===== src/rtl/sysid_pkg.sv =====
// Shared definitions for the system-ID reader: FSM state type, Avalon word
// addresses and the default expected ID/timestamp values.
package sysid_pkg;

  typedef enum logic [2:0] {
    ST_IDLE    = 3'd0,
    ST_ID_REQ  = 3'd1,
    ST_ID_WAIT = 3'd2,
    ST_TS_REQ  = 3'd3,
    ST_TS_WAIT = 3'd4,
    ST_FINISH  = 3'd5
  } sysid_state_e;

  localparam logic SYSID_ADDR_ID = 1'b0;
  localparam logic SYSID_ADDR_TS = 1'b1;

  localparam logic [31:0] SYSID_EXP_ID_DEFAULT = 32'd0;
  localparam logic [31:0] SYSID_EXP_TS_DEFAULT = 32'd1581777168;

  function automatic logic sysid_is_ts_state(input sysid_state_e st);
    return (st == ST_TS_REQ) || (st == ST_TS_WAIT);
  endfunction

endpackage


===== src/rtl/sysid_reader.sv =====
// Avalon-MM read master: reads sysid word 0 (ID) and word 1 (timestamp),
// compares them and latches pass/timeout. SYSID_READER_AUTOSTART_EN adds a boot-time start.
module sysid_reader
  import sysid_pkg::*;
#(
  parameter logic [31:0] EXP_ID      = SYSID_EXP_ID_DEFAULT,
  parameter logic [31:0] EXP_TS      = SYSID_EXP_TS_DEFAULT,
  parameter bit          CHECK_TS    = 1'b1,
  parameter int unsigned TIMEOUT_CYC = 255
) (
  input  logic        clock,
  input  logic        reset_n,
  input  logic        start,
  output logic        address,
  output logic        read,
  input  logic        waitrequest,
  input  logic [31:0] readdata,
  input  logic        readdatavalid,
  output logic        busy,
  output logic        done,
  output logic        pass,
  output logic        timeout,
  output logic [31:0] id_value,
  output logic [31:0] ts_value
);

  localparam logic [7:0] TMO_LAST = 8'(TIMEOUT_CYC - 1);

  sysid_state_e state_q, state_d;
  logic        read_q, read_d;
  logic        address_q, address_d;
  logic        busy_q, busy_d;
  logic        done_q, done_d;
  logic        pass_q, pass_d;
  logic        timeout_q, timeout_d;
  logic [31:0] id_q, id_d;
  logic [31:0] ts_q, ts_d;
  logic [7:0]  cnt_q, cnt_d;

  logic start_go;
  logic in_req;
  logic in_wait;
  logic is_ts;
  logic resp;

`ifdef SYSID_READER_AUTOSTART_EN
  // Set by reset, consumed by the first IDLE cycle afterwards.
  logic auto_q, auto_d;

  always_comb begin
    auto_d   = auto_q && (state_q != ST_IDLE);
    start_go = start || auto_q;
  end

  always_ff @(posedge clock) begin
    if (!reset_n) auto_q <= 1'b1;
    else          auto_q <= auto_d;
  end
`else
  always_comb start_go = start;
`endif

  always_comb begin
    in_req  = (state_q == ST_ID_REQ)  || (state_q == ST_TS_REQ);
    in_wait = (state_q == ST_ID_WAIT) || (state_q == ST_TS_WAIT);
    is_ts   = sysid_is_ts_state(state_q);
    // A response in the accept cycle counts as a zero-latency reply.
    resp    = (in_req && !waitrequest && readdatavalid) || (in_wait && readdatavalid);
  end

  always_comb begin
    state_d   = state_q;
    read_d    = read_q;
    address_d = address_q;
    busy_d    = busy_q;
    done_d    = 1'b0;
    pass_d    = pass_q;
    timeout_d = timeout_q;
    id_d      = id_q;
    ts_d      = ts_q;
    cnt_d     = cnt_q;

    unique case (state_q)
      ST_IDLE: begin
        if (start_go) begin
          state_d   = ST_ID_REQ;
          read_d    = 1'b1;
          address_d = SYSID_ADDR_ID;
          busy_d    = 1'b1;
          pass_d    = 1'b0;
          timeout_d = 1'b0;
          cnt_d     = '0;
        end
      end

      ST_ID_REQ, ST_ID_WAIT, ST_TS_REQ, ST_TS_WAIT: begin
        if (resp) begin
          if (is_ts) begin
            ts_d    = readdata;
            state_d = ST_FINISH;
            read_d  = 1'b0;
          end else begin
            id_d      = readdata;
            state_d   = ST_TS_REQ;
            read_d    = 1'b1;
            address_d = SYSID_ADDR_TS;
            cnt_d     = '0;
          end
        end else if (cnt_q == TMO_LAST) begin
          state_d   = ST_FINISH;
          read_d    = 1'b0;
          timeout_d = 1'b1;
          pass_d    = 1'b0;
        end else begin
          cnt_d = cnt_q + 8'd1;
          if (in_req && !waitrequest) begin
            state_d = is_ts ? ST_TS_WAIT : ST_ID_WAIT;
            read_d  = 1'b0;
          end
        end
      end

      ST_FINISH: begin
        state_d = ST_IDLE;
        busy_d  = 1'b0;
        done_d  = 1'b1;
        pass_d  = (id_q == EXP_ID) && (!CHECK_TS || (ts_q == EXP_TS)) && !timeout_q;
      end

      default: begin
        state_d = ST_IDLE;
        read_d  = 1'b0;
        busy_d  = 1'b0;
      end
    endcase
  end

  always_ff @(posedge clock) begin
    if (!reset_n) begin
      state_q   <= ST_IDLE;
      read_q    <= 1'b0;
      address_q <= SYSID_ADDR_ID;
      busy_q    <= 1'b0;
      done_q    <= 1'b0;
      pass_q    <= 1'b0;
      timeout_q <= 1'b0;
      id_q      <= '0;
      ts_q      <= '0;
      cnt_q     <= '0;
    end else begin
      state_q   <= state_d;
      read_q    <= read_d;
      address_q <= address_d;
      busy_q    <= busy_d;
      done_q    <= done_d;
      pass_q    <= pass_d;
      timeout_q <= timeout_d;
      id_q      <= id_d;
      ts_q      <= ts_d;
      cnt_q     <= cnt_d;
    end
  end

  assign read     = read_q;
  assign address  = address_q;
  assign busy     = busy_q;
  assign done     = done_q;
  assign pass     = pass_q;
  assign timeout  = timeout_q;
  assign id_value = id_q;
  assign ts_value = ts_q;

endmodule


===== config.mk =====
export PLATFORM = sky130hd
export DESIGN_NAME = sysid_reader
export DESIGN_NICKNAME = d
export VERILOG_FILES = /design/src/rtl/sysid_pkg.sv /design/src/rtl/sysid_reader.sv
export SDC_FILE = /design/constraint.sdc
export NUM_CORES = 1
export LEC_CHECK = 0
export CORE_MARGIN = 1.5
export CORE_UTILIZATION = 35
export CTS_CLUSTER_DIAMETER = 50
export DETAILED_ROUTE_END_ITERATION = 8
export GPL_TIMING_DRIVEN = 0
export HOLD_SLACK_MARGIN = 0.12
export PLACE_DENSITY_LB_ADDON = 0.12
export SLEW_MARGIN = 15
export SYNTH_ARGS = -nofsm -noshare
export SYNTH_HDL_FRONTEND = slang
export SYNTH_SLANG_ARGS = --single-unit

===== constraint.sdc =====
create_clock -name clock -period 2.2 [get_ports clock]
set_input_delay 0.22 -clock clock [delete_from_list [all_inputs] [get_ports clock]]
set_output_delay 0.22 -clock clock [all_outputs]
set_load 0.05 [all_outputs]

==> results.md, run 1 <==
- Worst R2R Path Depth: 5
- Mapped Cells: a little under 400
- Final setup vio count: 0
- Fin crit share: around nine tenths
- Critical path required time: ~2500 ps
- Netlist cell types: 54
- Mux contribution to synthesized area: a little under a tenth
- P&R area growth vs syn: 41.5%
- Clock sinks: 81
- Synth Cell Area: about 3500 sq um
- Inserted Diodes: 0
- Reg2Reg Launch Point: cnt_q[2]$_SDFFE_PN0P_
- GRT overflow: 0
- GRT Overall Usage: approximately 20%
- Status: finished clean
- Clk root buf: clkbuf_8
- Synth Area in Simple Gates: 24.0%
- Vias in the first global route: about 3100
- Port Buf Inserts: roughly 110
- Slew HR: 62.8%
- Design area: slightly below 5000 sq um
- Main flop type after synthesis: dfxtp_1
- Vias per std cell: 4.95
- Initial Util: between 30% and 40%
- Largest net degree at the start of global routing: 16
- Depth of the CTS H-tree: 3
- Hold depth: 2
- Largest area contributor in the netlist: dfxtp_1
- Drt drc: 0
- Met3 wire length: roughly 630 um
- Antenna-violating nets left: 0
- Final Skew: 7.96 ps
- Final Hold Viols: 0
- FFs w/ async S/R, synth: 0%
- WP data arrival: around 2200 ps
- R2r endpoint: cnt_q[2]$_SDFFE_PN0P_
- Fin nets: between 500 and 600
- Met2 wire len: between 4000 and 5000 um
- Largest family of logic cells by synthesized area: simple AND/OR/NAND/NOR gates
- Post-Route Setup TNS: 0 ps
- Worst Hold Class: in -> reg
- Initial drt markers: between 80 and 90
- Yosys warnings: 0
- Max Cap Viol: 0
- Crit. End Element: flop
- Routed Wire Length: around 9900 um
- Net Count, Synth: 433
- First-pass GRT wire length: 15500 um
- Core Area: around 9700 sq um
- HP Start: reset_n
- Drt wl/cell: 15.3 um
- Worst reg-to-reg setup slack: 210 ps
- Pwr/cell area: ~990 nW/um^2
- Worst Tran Pin Value: between 500 and 600 ps
- Most frequent cell after synthesis: dfxtp_1
- Ratio of cells with drive above 1 in the final layout: roughly 9.7%
- LEAKAGE: a little under 2 nW
- WL met1: roughly 4700 um
- Pins Over Slew Limit: 0
- Seq/Total Area, Yosys: 46.9%
- CP Max Fanout: 9
- IR drop worst, VDD: about 0.00043 V
- Avg Inst Size Synth: just under 9 sq um
- Number of core rows: 36
- CTS max path bufs: 2
- Worst Hold Endpoint: state_q[1]$_SDFFE_PN0P_
- Num CTS Buffers: 9
- Placement Cell Area: around 4700 sq um
- Maximum clock frequency: between 0.5 and 0.6 GHz
- CTS tree: done
- Post-synthesis adder-cell area fraction: less than 1%
- Pre-Repair DR Iteration Count: 4
- Fill count: roughly 950
- Commonest cells in the netlist: 81 x dfxtp_1, 71 x nand2_1, 45 x a21oi_1
- Hpwl dp: around 7400 um
- GPL Wtd Cong: roughly 0.87
- RSZ-0062 raised after global routing: false
- Io pins: roughly 110
- Die height: between 100 and 150 um
- CP Class: reg -> reg
- Synth top area share: 46.9%
- Xor/xnor cell area share of the yosys netlist: less than 1%
- Synthesis-stage register bit count: between 80 and 90
- Via count: between 3000 and 4000
- Clk_lat worst skew: ~360 ps
- Die Footprint: between 10000 and 15000 sq um
- Post-route minimum period: a little under 2000 ps
- DR top layer: met4
- Die X-Extent: between 100 and 150 um
- Compound-Gate Fraction of Synth Area: about 14%
- Clock transition at path regs: 80 ps
- Largest cells by area after synthesis: dfxtp_1 47%, mux2i_1 9.5%, nand2_1 7.7%
- Startpoint types: flop
- Initial antenna violation count: 0
- EDFF count, synth: 0
## cells by family (layout without fill, tap and decap cells)
logic type                 count (synthesis)  after routing
DFF                                       81             81
muxes                                     33             33
adders and majority gates                  2              2
xor gates and xnor gates                   1              1
buffers and inverters                     28            149
AOI/OAI and AO/OA                         77             77
and+or+nand+nor                          172            172
## area by class of cell
cell class,instances,area [sq um],area share [%]
Multi-Input combinational cell,285,1690,34.5
Inverter,5,18.8,0.383
Timing Repair Buffer,105,1050,21.5
Tap cell,133,166,3.40
Clock buffer,10,138,2.81
Buffer,23,138,2.81
Sequential cell,81,1620,33.1
Clock inverter,6,73.8,1.51
## critical path: stages (launching register included)
cell and delay (ps):
dfxtp_1 440, nand4_1 210, or4b_4 620, a21boi_4 290
nor2_1 80, o221a_1 240
## through the flow
| stage | util (%) | power [mW] | worst slack [ps] | hold slack, ps | instances |
|---|---|---|---|---|---|
| finish | 50.6 | 4.83 | 210 | 305 | 648 |
| global route | 50.6 | 5.11 | 68.4 | 313 | 648 |
| CTS | 50.5 | 4.86 | 109 | 291 | 648 |
| detailed placement | 48.3 | 3.70 | -208 | 463 | 632 |
| global placement | 48.3 | 3.69 | -167 | 458 | 632 |
| floorplan | - | 3.15 | 435 | 313 | 394 |
## report_power, final
group	leakage, nW	internal [mW]	switching, mW
combinational	1.16	0.756	1.17
sequential	0.656	1.62	0.133
clock	0.107	0.569	0.580
total	1.93	2.95	1.88
## placed cells by master (no fill, tap or decap), types with 4 or more instances in the layout
cell type | synthesis | final
inv_1 | 4 | 4
nor2_1 | 41 | 41
and3_1 | 4 | 4
nand4_1 | 4 | 4
clkbuf_1 | 11 | 7
nand2_1 | 71 | 71
nand3_1 | 7 | 7
buf_2 | 5 | 5
clkdlybuf4s50_1 | 0 | 105
mux2i_1 | 33 | 33
dfxtp_1 | 81 | 81
clkbuf_2 | 0 | 4
nor4_1 | 10 | 10
clkbuf_8 | 1 | 11
nor3_1 | 8 | 8
a31oi_1 | 7 | 7
o21ai_0 | 4 | 4
a21oi_1 | 45 | 45
## how the worst max path moves through the flow
stage               slack, ps                   endpoint               startpoint
global placement         -170  ts_value[22]$_SDFFE_PN0P_            readdatavalid
detailed placement       -210  ts_value[16]$_SDFFE_PN0P_            readdatavalid
CTS                       110  ts_value[19]$_SDFFE_PN0P_  state_q[1]$_SDFFE_PN0P_
floorplan                 430      cnt_q[3]$_SDFFE_PN0P_  state_q[2]$_SDFFE_PN0P_
global route               70      cnt_q[0]$_SDFFE_PN0P_    cnt_q[2]$_SDFFE_PN0P_
finish                    210      cnt_q[2]$_SDFFE_PN0P_    cnt_q[2]$_SDFFE_PN0P_
## state kept, by name (all words and copies together), names as in the netlist
name and cells:
timeout 1, id_value 32, state_q 3, read 1, address 1, done 1, cnt_q 8, ts_value 32
pass 1, busy 1
## per-layer routing
metal	track usage [%]	vias to the layer above
met5	0	-
met4	8.01	0
met3	4.99	12
met2	30.5	101
met1	25.6	1477
li1	-	1619
## what timing repair did
| item | in CTS | in global routing |
|---|---|---|
| hold buffers | 0 | 0 |
| setup endpoints to repair | 0 | 22 |
| buffers inserted | 0 | 0 |
| resized for setup | 0 | 9 |
No activity file was read; power rests on OpenSTA's default activity.
==> run 2: changes to the inputs <==
MAX_ROUTING_LAYER = met4   (was default)
==> results.md, run 2 (synthesized netlist as in run 1, its figures left out) <==
- Drt wl/cell: 15.4 um
- CTS max path bufs: 2
- Most common cell after layout, fill and taps aside: clkdlybuf4s50_1
- Clk_lat worst skew: ~360 ps
- IR drop worst, VDD: roughly 0.00043 V
- RSZ-0062 raised after global routing: false
- Depth of the CTS H-tree: 3
- WP data arrival: approximately 2200 ps
- Initial drt markers: 85
- Hpwl dp: approximately 7400 um
- GRT overflow: 0
- Inserted Diodes: 0
- Pwr/cell area: 988 nW/um^2
- Final setup vio count: 0
- GRT Overall Usage: around 20%
- Number of core rows: 36
- Slew HR: 61.7%
- Startpoint types: flop
- Pins Over Slew Limit: 0
- Num CTS Buffers: 9
- Fin crit share: 89.9%
- GPL Wtd Cong: approximately 0.88
- CTS tree: done
- Largest net degree at the start of global routing: 16
- Port Buf Inserts: 105
- Crit. End Element: flop
- Worst Hold Class: in -> reg
- Core Area: 9680 sq um
- Die X-Extent: about 100 um
- Die Footprint: 10500 sq um
- Fin nets: around 550
- Design area: approximately 4900 sq um
- Via count: about 3200
- Final Hold Viols: 0
- Critical path required time: roughly 2500 ps
- CP Class: reg -> reg
- Die height: a little over 100 um
- First-pass GRT wire length: 15400 um
- Vias in the first global route: about 3100
- Vias per std cell: between 4 and 5
- P&R area growth vs syn: 41.5%
- Status: finished clean
- Clock transition at path regs: ~80 ps
- Clock sinks: roughly 80
- Ratio of cells with drive above 1 in the final layout: under 10%
- Maximum clock frequency: ~0.5 GHz
- Placement Cell Area: between 4000 and 5000 sq um
- Clk root buf: clkbuf_8
- Max Cap Viol: 0
- Final Skew: between 8 and 9 ps
- CP Max Fanout: 9
- CTS resizes: 0
- Commonest non-fill, non-tap cells in the layout: 105 x clkdlybuf4s50_1, 81 x dfxtp_1, 71 x nand2_1
- Post-route minimum period: roughly 2000 ps
- Initial antenna violation count: 0
- Antenna-violating nets left: 0
- Hold_buf cts: 0
- Initial Util: 35.7%
- Io pins: roughly 110
- Fill count: about 950
- LEAKAGE: between 1.5 and 2 nW
- Pre-Repair DR Iteration Count: 4
- Drt drc: 0
- Worst Tran Pin Value: roughly 570 ps
- Fin Hold WS: about 300 ps
- Routed Wire Length: around 10000 um
- Setup bufs post-CTS: 0
-- run 2: cell counts in the layout (fill, tap and decap cells not counted) --
No cell type changed its count.
-- run 2: stage by stage --
stage          power [mW]  setup slack, ps  setup TNS [ps]  cells  utilization, %
2_1_floorplan        3.15              435               0    394               -
3_3_place_gp         3.69             -167           -3720    632            48.3
3_5_place_dp         3.70             -208           -5930    632            48.3
4_1_cts              4.86              109               0    648            50.5
5_1_grt              5.11             67.0               0    648            50.6
6_report             4.84              223               0    648            50.6
-- run 2: worst paths after layout --
| kind | start | endpoint | slack (ps) | depth (start not counted) |
|---|---|---|---|---|
| worst max-delay path | cnt_q[2]$_SDFFE_PN0P_ | cnt_q[2]$_SDFFE_PN0P_ | 220 | 5 |
| worst min-delay path | reset_n | state_q[1]$_SDFFE_PN0P_ | 310 | 2 |
| worst max register to register | cnt_q[2]$_SDFFE_PN0P_ | cnt_q[2]$_SDFFE_PN0P_ | 220 | 5 |
| worst min register to register | ts_value[28]$_SDFFE_PN0P_ | ts_value[28]$_SDFFE_PN0P_ | 470 | 2 |
-- run 2: cell type report --
cell class / count / area (sq um) / area share, %
plain buffers: 23 / 138 / 2.81
clock buffers: 10 / 138 / 2.81
clock inverters: 6 / 73.8 / 1.51
inverters: 5 / 18.8 / 0.383
multi-input cells: 285 / 1690 / 34.5
flip-flops and latches: 81 / 1620 / 33.1
well taps: 133 / 166 / 3.40
repair buffers: 105 / 1050 / 21.5
-- run 2: report_power, final --
| group | internal (mW) | switching [mW] | total (mW) |
|---|---|---|---|
| Clock | 0.570 | 0.583 | 1.15 |
| Combinational | 0.756 | 1.17 | 1.93 |
| Sequential | 1.62 | 0.132 | 1.76 |
| Total | 2.95 | 1.89 | 4.84 |
-- run 2: worst max-delay path, cell delays in order, from the launching register on --
cell and delay [ps]:
dfxtp_1 440, nand4_1 200, or4b_4 620, a21boi_4 290, nor2_1 80, o221a_1 240
-- run 2: routing by layer --
layer | wire length (um) | vias to the layer above | track usage, %
li1 | - | 1615 | -
met1 | 4810 | 1479 | 26.1
met2 | 4480 | 96 | 30.5
met3 | 519 | 15 | 3.83
met4 | 154 | 0 | 8.01
met5 | 0 | - | -
